## config.mk

```make
export PLATFORM = sky130hd
export DESIGN_NAME = data_mem_responder
export DESIGN_NICKNAME = d
export VERILOG_FILES = /design/src/rtl/data_mem_responder_pkg.sv /design/src/rtl/data_mem_responder_rr_arbiter.sv /design/src/rtl/data_mem_responder.sv
export SDC_FILE = /design/constraint.sdc
export NUM_CORES = 2
export LEC_CHECK = 0
export ABC_AREA = 1
export CORE_ASPECT_RATIO = 0.7
export CORE_UTILIZATION = 35
export CTS_CLUSTER_DIAMETER = 100
export DETAILED_ROUTE_END_ITERATION = 16
export PLACE_DENSITY = 0.6
export SLEW_MARGIN = 0
export SYNTH_ARGS = -nofsm -noshare
export SYNTH_HDL_FRONTEND = slang
export SYNTH_HIERARCHICAL = 1
export SYNTH_SLANG_ARGS = --single-unit
```

## constraint.sdc

```tcl
create_clock -name clk -period 18.3 [get_ports clk]
set_clock_uncertainty 0.1 [all_clocks]
set_input_delay 3.66 -clock clk [delete_from_list [all_inputs] [get_ports clk]]
set_output_delay 3.66 -clock clk [all_outputs]
set_load 0.005 [all_outputs]
```

## src/rtl/data_mem_responder_pkg.sv

```systemverilog
// Shared types and default widths for the multi-channel data memory responder.
package data_mem_responder_pkg;
  localparam int DEF_ADDR_BITS    = 8;
  localparam int DEF_DATA_BITS    = 8;
  localparam int DEF_NUM_CHANNELS = 4;

  typedef enum logic [1:0] {
    IDLE    = 2'd0,
    RD_RESP = 2'd1,
    WR_RESP = 2'd2,
    HOLD    = 2'd3
  } chan_state_t;
endpackage

```

## src/rtl/data_mem_responder_rr_arbiter.sv

```systemverilog
// Round-robin arbiter: one-hot grant per cycle, priority rotates to the channel after the last winner.
module rr_arbiter #(
  parameter int WIDTH = 4
) (
  input  logic             clk,
  input  logic             reset,
  input  logic [WIDTH-1:0] req,
  output logic [WIDTH-1:0] grant
);
  localparam int PTR_W = (WIDTH > 1) ? $clog2(WIDTH) : 1;

  logic [PTR_W-1:0] ptr;
  logic [PTR_W-1:0] ptr_next;
  int               idx;

  always_comb begin
    grant    = '0;
    ptr_next = ptr;
    idx      = 0;
    for (int i = 0; i < WIDTH; i++) begin
      idx = int'(ptr) + i;
      if (idx >= WIDTH) idx = idx - WIDTH;
      if (req[idx] && (grant == '0)) begin
        grant[idx] = 1'b1;
        ptr_next   = (idx == WIDTH - 1) ? '0 : PTR_W'(idx + 1);
      end
    end
  end

  always_ff @(posedge clk) begin
    if (reset) ptr <= '0;
    else       ptr <= ptr_next;
  end
endmodule

```

## src/rtl/data_mem_responder.sv

```systemverilog
// Multi-channel memory responder: per-channel handshake FSMs share one read and one write port
// through independent round-robin arbiters; a host port preloads storage with top write priority.
module data_mem_responder
  import data_mem_responder_pkg::*;
#(
  parameter int ADDR_BITS    = DEF_ADDR_BITS,
  parameter int DATA_BITS    = DEF_DATA_BITS,
  parameter int NUM_CHANNELS = DEF_NUM_CHANNELS
) (
  input  logic                    clk,
  input  logic                    reset,
  input  logic [NUM_CHANNELS-1:0] mem_read_valid,
  input  logic [ADDR_BITS-1:0]    mem_read_address [NUM_CHANNELS],
  output logic [NUM_CHANNELS-1:0] mem_read_ready,
  output logic [DATA_BITS-1:0]    mem_read_data [NUM_CHANNELS],
  input  logic [NUM_CHANNELS-1:0] mem_write_valid,
  input  logic [ADDR_BITS-1:0]    mem_write_address [NUM_CHANNELS],
  input  logic [DATA_BITS-1:0]    mem_write_data [NUM_CHANNELS],
  output logic [NUM_CHANNELS-1:0] mem_write_ready,
  input  logic                    host_write_en,
  input  logic [ADDR_BITS-1:0]    host_write_address,
  input  logic [DATA_BITS-1:0]    host_write_data
);
  chan_state_t             state      [NUM_CHANNELS];
  chan_state_t             state_next [NUM_CHANNELS];
  logic [NUM_CHANNELS-1:0] rd_req, wr_req, rd_grant, wr_grant;
  logic [DATA_BITS-1:0]    mem        [2**ADDR_BITS];
  logic [DATA_BITS-1:0]    rd_data    [NUM_CHANNELS];
  logic [ADDR_BITS-1:0]    rd_addr, wr_addr;
  logic [DATA_BITS-1:0]    wr_data;
  logic                    wr_en;

  // A pending read masks the write on the same channel; a host write blocks all channel writes.
  always_comb begin
    for (int i = 0; i < NUM_CHANNELS; i++) begin
      rd_req[i] = !reset && (state[i] == IDLE) && mem_read_valid[i];
      wr_req[i] = !reset && !host_write_en && (state[i] == IDLE) &&
                  mem_write_valid[i] && !mem_read_valid[i];
    end
  end

  rr_arbiter #(.WIDTH(NUM_CHANNELS)) u_rd_arb (
    .clk   (clk),
    .reset (reset),
    .req   (rd_req),
    .grant (rd_grant)
  );

  rr_arbiter #(.WIDTH(NUM_CHANNELS)) u_wr_arb (
    .clk   (clk),
    .reset (reset),
    .req   (wr_req),
    .grant (wr_grant)
  );

  always_comb begin
    rd_addr = '0;
    wr_addr = host_write_address;
    wr_data = host_write_data;
    wr_en   = host_write_en;
    for (int i = 0; i < NUM_CHANNELS; i++) begin
      if (rd_grant[i]) rd_addr = mem_read_address[i];
      if (wr_grant[i]) begin
        wr_addr = mem_write_address[i];
        wr_data = mem_write_data[i];
        wr_en   = 1'b1;
      end
    end
  end

  // Same-edge read and write to one address returns the pre-write word.
  always_ff @(posedge clk) begin
    if (wr_en) mem[wr_addr] <= wr_data;
  end

  always_ff @(posedge clk) begin
    for (int i = 0; i < NUM_CHANNELS; i++) begin
      if (reset)            rd_data[i] <= '0;
      else if (rd_grant[i]) rd_data[i] <= mem[rd_addr];
    end
  end

  always_comb begin
    for (int i = 0; i < NUM_CHANNELS; i++) begin
      state_next[i] = state[i];
      case (state[i])
        IDLE: begin
          if (rd_grant[i])      state_next[i] = RD_RESP;
          else if (wr_grant[i]) state_next[i] = WR_RESP;
        end
        RD_RESP: state_next[i] = HOLD;
        WR_RESP: state_next[i] = HOLD;
        HOLD: begin
          if (!mem_read_valid[i] && !mem_write_valid[i]) state_next[i] = IDLE;
        end
        default: state_next[i] = IDLE;
      endcase
    end
  end

  always_ff @(posedge clk) begin
    for (int i = 0; i < NUM_CHANNELS; i++) begin
      if (reset) state[i] <= IDLE;
      else       state[i] <= state_next[i];
    end
  end

  // Outputs are masked by reset so an aborted transaction never shows a strobe.
  always_comb begin
    for (int i = 0; i < NUM_CHANNELS; i++) begin
      mem_read_ready[i]  = !reset && (state[i] == RD_RESP);
      mem_write_ready[i] = !reset && (state[i] == WR_RESP);
      mem_read_data[i]   = reset ? '0 : rd_data[i];
    end
  end
endmodule

```

After elaboration in Yosys (flattened, before gate mapping). Memory sizes are Yosys's and may differ from the RTL's. Cells that the tools add are included.

Muxes and demuxes: 133. Bitwise operators: 14. Add/sub/neg operators: 22. Reductions and logical operators: 73. Eq/ne operators: 20. Order comparisons: 24.

Operators by type and width (count): $eq A32 B3 Y1 const B (8); $ge A32 B1 Y1 const B (8); $lt A32 B4 Y1 const B (8); $mux W32 (8); $ge A32 B4 Y1 const B (6); $sub A32 B4 Y32 const B (6); $mux W8 (20); $mux W2 (32); $logic_and A1 B1 Y1 (47); $mux W1 (45); $mux W4 (8); $logic_not A4 Y1 (6); $or A4 B4 Y4 (6); $pmux W2 S3 (4); $add A2 B2 Y2 const B (8); $bmux W1 S2 (8); $demux W1 S2 (8); $eq A2 B2 Y1 const B (8); $add A2 B2 Y3 const B (4); $logic_not A1 Y1 (10); $eq A2 B1 Y1 const B (4); $logic_not A2 Y1 (4); $or A1 B1 Y1 (8); $reduce_bool A4 Y1 (2); 4 further kinds (10).

Input bits: 123. Memory bits (writable): 2088. Bits in registers: 4. Logic and storage cells: 291. Memories: 3. Output and inout port bits: 40.

Memory list: mem (depth 256, width 8, read ports 1, clocked after memory_dff 0, write ports 1, RTL line data_mem_responder.sv:27) `logic [DATA_BITS-1:0] mem [2**ADDR_BITS];`; rd_data (depth 4, width 8, read ports 4, clocked after memory_dff 0, write ports 4, RTL line data_mem_responder.sv:28) `logic [DATA_BITS-1:0] rd_data [NUM_CHANNELS];`; state (depth 4, width 2, read ports 4, clocked after memory_dff 0, write ports 4, RTL line data_mem_responder.sv:24) `chan_state_t state [NUM_CHANNELS];`.

Longest topological paths before layout.
Depth in word-level cells: 24. Mapped depth: 34. Gate-level depth less buffers: 32.

By module. Netlist, hierarchy kept.

Modules (own cells, without submodules): data_mem_responder (sequential area each 62540.0 µm², times used 1, cells an instance 7555, area an instance 87949.4 µm²); rr_arbiter at u_rd_arb (sequential area each 40.0 µm², times used 1, cells an instance 103, area an instance 768.2 µm²); rr_arbiter at u_wr_arb (sequential area each 40.0 µm², times used 1, cells an instance 113, area an instance 691.9 µm²).

Worst setup path after synthesis. Ideal clock, no wire load.

Path kind: input to register. Start: input port reset. End: memory mem[0][1] (netlist bit), data pin. Slack: 3544 ps. Cell stages on the path: 21. Required time: 16668 ps. Data arrival time: 13124 ps. Setup time: 1532 ps. Path buffers: 3. Path through: clkbuf_1 -> or2_2 -> nor3_1 -> nand2_4 -> nand3_4 -> o211ai_2 -> nand4_1 -> nand2_1 -> nor2_2 -> nand3_1 -> nand2_1 -> nor2_2 -> nand2_4 -> clkinv_2 -> nand2_1 -> nand3_1 -> inv_1 -> buf_1 -> clkbuf_1 -> o21ai_0 -> o211ai_1.

Elaborated cells on any way between the ends: 43.

RTL lines: from (decl) (RTL line data_mem_responder.sv:11) `input logic reset,`; $logic_not A1 Y1 (*) (RTL line data_mem_responder.sv:37) `wr_req[i] = !reset && !host_write_en && (state[i] == IDLE) &&`; $logic_and A1 B1 Y1 (*) (3 in a row) (RTL line data_mem_responder.sv:37); $logic_and A1 B1 Y1 (*) (RTL line data_mem_responder.sv:38) `mem_write_valid[i] && !mem_read_valid[i];`; net wr_req[0] (RTL line data_mem_responder.sv:26) `logic [NUM_CHANNELS-1:0] rd_req, wr_req, rd_grant, wr_grant;`; $bmux W1 S2 (RTL line data_mem_responder_rr_arbiter.sv:23) `if (req[idx] && (grant == '0)) begin`; $mux W1 (implied by the code) (2 in a row) (RTL line data_mem_responder_rr_arbiter.sv:23); $mux W4 (RTL line data_mem_responder_rr_arbiter.sv:23); $logic_not A4 Y1 (RTL line data_mem_responder_rr_arbiter.sv:23); [3 not listed]; $logic_and A1 B1 Y1 (RTL line data_mem_responder_rr_arbiter.sv:23); $mux W4 (RTL line data_mem_responder_rr_arbiter.sv:23); $logic_not A4 Y1 (RTL line data_mem_responder_rr_arbiter.sv:23); $logic_and A1 B1 Y1 (RTL line data_mem_responder_rr_arbiter.sv:23); $mux W4 (*) (RTL line data_mem_responder_rr_arbiter.sv:23); net wr_grant[1] (RTL line data_mem_responder.sv:26); $mux W8 (*) (3 in a row) (RTL line data_mem_responder.sv:63) `if (wr_grant[i]) begin`; net wr_data[1] (RTL line data_mem_responder.sv:30) `logic [DATA_BITS-1:0] wr_data;`; to (decl) (RTL line data_mem_responder.sv:27).

Mark *: on every way through the listed nets, which the timed path passes. The rest lies on a longest branch. The select of a mux whose other input is x is not followed.

==> impl_metrics.tcl <==
set metrics [dict create \
    cts-root-buf "clkbuf_16" \
    slew_headroom_pct 4.99 \
    slew_viol_final 0 \
    holdBufCountCts 0 \
    cp.required_ps 18870 \
    synth_compound_area_share_pct 0.764 \
    finalNetCount 7764 \
    finalWirelength_um 270000 \
    synthFlopType "edfxtp_1" \
    cp_max_fo 73 \
    drt-pass1-iter-count 6 \
    fmax_mhz 90.1 \
    place.gp.congestion 0.849 \
    grtUsageMet3_pct 4.58 \
    cp-end-kind "flip-flop" \
    rows 154 \
    synth_top_cell_by_area "edfxtp_1" \
    ys_seq_area_share_pct 70.0 \
    r2r-start "u_rd_arb/ptr[0]" \
    syn_nets 7930 \
    wl_per_cell_um 24.3 \
    outcome "finished, final reports clean" \
    ios 163 \
    hp-class "reg -> reg" \
    synth.area.mux_share_pct 0 \
    period_share_pct 60.7 \
    rsz0062_at_grt "no" \
    antenna_found_initial 7 \
    worstRegToRegCells 28 \
    dieArea_um2 258000 \
    gr-total-overflow 0 \
    grt-busiest-layer "met1" \
    ys_types 49 \
    yosys-top-cells-area "edfxtp_1, nand3_1, nand2_1" \
    drtAntennaViolNets 0 \
    cts_buffer_depth 4 \
    grt_pass1_vias 59200 \
    grt_pass1_wl_um 399000 \
    r2r_end "rd_data[0][6]" \
    final_cell_mix "nand3_1, edfxtp_1, nand2_1, nor2_1, clkbuf_16" \
    finalSetupViolCount 0 \
    final.setup.tns_ps 0 \
    r2r_slack_ps 9920 \
    worst_pin_slew_ps 1430 \
    area_growth_pct 10.7 \
    nFillCells 23900 \
    insertion_delay_ps 870 \
    synth_seq_cells 2092 \
    clk_pin_slew_ps 70 \
    synthSimpleGateAreaFrac_pct 24.7 \
    synth_top_area_share_pct 69.6 \
    core_um2 253000 \
    ys_warn_count 6 \
    finalCoreUtilization_pct 39.1 \
    use_met1_pct 30.9 \
    grt_use_met2_pct 29.2 \
    portBuffers 162 \
    crit_start "reset" \
    layout_min_cycle_time_ps 11100 \
    maxCapViolCount 0 \
    vias 63300 \
    synth-async-reset-ratio_pct 0 \
    synth_top_family_by_area "simple AND/OR/NAND/NOR gates" \
    synthXorXnorAreaFrac_pct 0.0196 \
    cts_setup_buffers 0 \
    initial_core_util_pct 35.4 \
    vias_per_cell 5.70 \
    drive_above_1_share_pct 5.46 \
    hpwl_um 150000 \
    path_class "in -> reg" \
    die_h_um 425 \
    setup.worst_path.end "rd_data[0][4]" \
    ctsHtreeMaxLevel 4 \
    critPathLaunchType "primary input" \
    final_common_cell "nand3_1" \
    cts_buffers 190 \
    cp.arrival_ps 11680 \
    grt_use_total_pct 20.4 \
    final_hold_viol_count 0 \
    cts.sinks 2092 \
    syn_inst 7771 \
    drc 0 \
    dr.first_iter.drc_count 8851 \
    die_w_um 606 \
    syn_area_per_cell_um2 11.5 \
    synth_area_um2 89400 \
    cts_tree "built" \
    cts_resized 0 \
    synthAdderAreaFrac_pct 0.504 \
    synth_edf_count 2072 \
    grt_max_degree 205 \
]
==> synth_stat cells, types with 2 or more instances <==
cell type and n:
nand3_1 3099, edfxtp_1 2072, nand2_1 1222, nor2_1 390, buf_2 322, clkbuf_1 175
inv_1 143, buf_1 60, buf_4 49, ha_1 36, o21ai_0 27, dfxtp_1 20
a21oi_1 18, nand2_2 12, a31oi_1 11, a22oi_1 10, nand3_2 10, o211ai_1 10
inv_2 9, nand2_4 8, nand4_1 7, a221oi_1 5, nand3_4 5, nor2_2 5
buf_6 4, nor2_4 4, nor3_1 4, o211ai_2 4, o41ai_1 4, a22o_1 3
a31o_2 2, buf_8 2, o21ai_1 2, or2_1 2
==> sequential cells by signal, indices dropped and copies added (netlist names) <==
name and count:
mem 2048, rd_data 32, state 8, u_rd_arb/ptr 2, u_wr_arb/ptr 2
==> worst max-delay path, stage by stage <==
cell and delay (ps):
buf_2 680, nor2_1 240, nand2_4 150, nand3_4 90
nand2_1 160, nor2_1 60, o21bai_4 180, nor2_4 180
nand3_2 130, nand2_4 100, nor2_4 50, a31o_2 390
inv_2 130, or2_4 590, buf_4 690, buf_4 720
buf_4 790, buf_4 720, nand3_1 170, nand3_1 130
nand3_1 110, nand3_1 140, nand3_1 160, nand3_1 160
nand3_1 280, nand3_1 270, nand2_1 120, nor2_1 110
==> worst min path at each step <==
stage                     depth (start not counted)            end          start
after floorplan                                   4  rd_data[2][0]  rd_data[2][0]
after global placement                            4  rd_data[2][1]  rd_data[2][1]
after detailed placement                          4  rd_data[2][1]  rd_data[2][1]
after CTS                                         4  rd_data[2][1]  rd_data[2][1]
after global routing                              4  rd_data[2][1]  rd_data[2][1]
final                                             4  rd_data[2][1]  rd_data[2][1]
==> metrics by stage <==
| stage | area, um2 | hold slack (ps) | setup WS [ps] | instances |
|---|---|---|---|---|
| 6_report | 99000 | 445 | 7200 | 11100 |
| 5_1_grt | 98900 | 478 | 6730 | 11100 |
| 4_1_cts | 98900 | 444 | 7380 | 11100 |
| 3_5_place_dp | 93300 | 436 | 6570 | 10800 |
| 3_3_place_gp | 93300 | 438 | 6670 | 10800 |
| 2_1_floorplan | 89400 | 397 | 3540 | 7771 |
==> cells by family (layout without fill, tap and decap cells) <==
| kind of cell | Yosys count | count (layout) |
|---|---|---|
| simple gates | 4774 | 4774 |
| flops | 2092 | 2092 |
| buf+inv | 766 | 741 |
| compound gates | 101 | 101 |
| fa+ha+maj | 36 | 36 |
| xor+xnor | 2 | 2 |
| other cells | 0 | 2 |
==> cell type report <==
| type | instances | area, um2 | share of cell area [%] |
|---|---|---|---|
| multi-input cells | 4913 | 23400 | 23.6 |
| flip-flops and latches | 2092 | 62600 | 63.3 |
| clock buffers | 238 | 4980 | 5.03 |
| inverters | 154 | 602 | 0.608 |
| well taps | 3354 | 4200 | 4.24 |
| clock inverters | 95 | 697 | 0.704 |
| diodes | 2 | 5.00 | 0.00506 |
| repair buffers | 254 | 2490 | 2.52 |
==> per-layer routing <==
layer | vias to the layer above | part of all wire [%]
li1 | 27900 | -
met1 | 31400 | 43
met2 | 3496 | 43
met3 | 437 | 11
met4 | 0 | 2.9
met5 | - | 0
Power is not shown: default switching activity piles up to over one toggle a cycle in this logic, so the estimate is an artifact.
==> variant: new RTL, config.mk and constraints unchanged <==
The package constant `DEF_DATA_BITS` goes from 8 to 6.
--- a/src/rtl/data_mem_responder_pkg.sv
+++ b/src/rtl/data_mem_responder_pkg.sv
@@ -3,3 +3,3 @@
   localparam int DEF_ADDR_BITS    = 8;
-  localparam int DEF_DATA_BITS    = 8;
+  localparam int DEF_DATA_BITS    = 6;
   localparam int DEF_NUM_CHANNELS = 4;
Interface: changed (resized host_write_data, mem_read_data and mem_write_data); port bits go from 163 to 145. The function was not compared with the original's and may differ.
==> variant against the unedited design <==
- non-clock buffer count is 35 lower
- global-route usage is 0.73 points lower
- setup slack got worse by 700 ps
- routed wire length fell by 24%
- synthesized cell count decreased by 13%
- design area down 20%
- fmax down 5.9%
- sequential cell count down 520
- synthesized area is 20% lower
Power is not shown: default switching activity piles up to over one toggle a cycle in this logic, so the estimate is an artifact.
==> variant: results (changes against the unedited design) <==
stage	metric	value	unit	change
yosys	adder-cell share of the synthesized area	0.633	%	was 0.504%
placement	DP Wirelength	117000	um	was 150000 um
grt	vias in the first global route	47100		was 59.2k
sta	Slew HR	25.3	%	was 4.99%
layout	fillers	19300		was 23.9k
critical_path	crit path max fanout	145		was 73
critical_path	Worst path max stage delay	900	ps	was 790 ps
yosys	share of the yosys chip area belonging to registers	66.1	%	was 70.0%
clock_network	Worst-Skew Late Latency	800	ps	was 870 ps
critical_path	Largest delay share family, worst path	simple AND/OR/NAND/NOR gates		was buffers and inverters
placement	placed cell count	9196		was 10.8k
yosys	top post-synthesis cells by area	edfxtp_1 66%, nand3_1 11%, nand2_1 8.9%		was edfxtp_1 70%, nand3_1 17%, nand2_1 5.1%
route	Vias/cell	5.33		was 5.70
critical_path	Worst path depth	32		was 28
yosys	Synth top cells by count	1680 x nand2_1, 1554 x edfxtp_1, 1522 x nand3_1		was 3099 x nand3_1, 2072 x edfxtp_1, 1222 x nand2_1
critical_path	Reg-to-Reg End	rd_data[0][5]		was rd_data[0][6]
placement	placed inst area	0.0746	mm^2	was 0.0933 mm^2
yosys	Post-Synth XOR/XNOR Area	0.0246	%	was 0.0196%
route	total number of vias	50500		was 63.3k
placement	IO buf count	144		was 162
grt	maximum number of pins on one net before global-route repair	192		was 205
yosys	syn avg cell area	10.5	um^2	was 11.5 um^2
critical_path	crit path from	mem_read_valid[0]		was reset
worst_hold_path	HP Start	rd_data[2][5]		was rd_data[2][1]
layout	register area	0.0470	mm^2	was 0.0626 mm^2
layout	layout cells sized above 1	5.38	%	was 5.46%
run_status	status	complete, no violations		unchanged
layout	Top Registers	mem (1536), rd_data (24), state (8)		was mem (2048), rd_data (32), state (8)
route	1st-iter DRT viols	6870		was 8851
sta	minimum clock period	11800	ps	was 11100 ps
grt	total track usage	19.7	%	was 20.4%
yosys	syn nets	6928		was 7930
clock_network	Max Buffers Root-to-Sink	3		was 4
route	per-cell routed wire length	21.6	um	was 24.3 um
yosys	post-synthesis compound-gate area fraction	1.80	%	was 0.764%
yosys	EDFF count, synth	1554		was 2072
-- variant: final cells by class --
type / count / area share [%]
Sequential cell: 1572 / 59.2
Multi-Input combinational cell: 4135 / 24.9
Clock buffer: 179 / 4.99
Tap cell: 2660 / 4.19
Inverter: 610 / 2.91
Timing Repair Buffer: 219 / 2.65
Clock inverter: 84 / 1.07
Antenna cell: 1 / 0.00315
-- variant: worst min path at each step --
stage / depth (start not counted) / end / slack (ps)
after global routing: 4 / rd_data[2][0] / 500
after floorplan: 4 / rd_data[2][0] / 400
after CTS: 4 / rd_data[2][2] / 460
after global placement: 4 / rd_data[2][2] / 440
after detailed placement: 4 / rd_data[2][2] / 450
final: 4 / rd_data[2][5] / 460
-- variant: layer usage --
metal / GRT usage, % / wire length, um / vias up
li1: - / - / 23100
met1: 29.9 / 93300 / 24700
met2: 27.8 / 84700 / 2407
met3: 4.71 / 22300 / 281
met4: 4.69 / 3960 / 6
met5: 0.590 / 193 / -
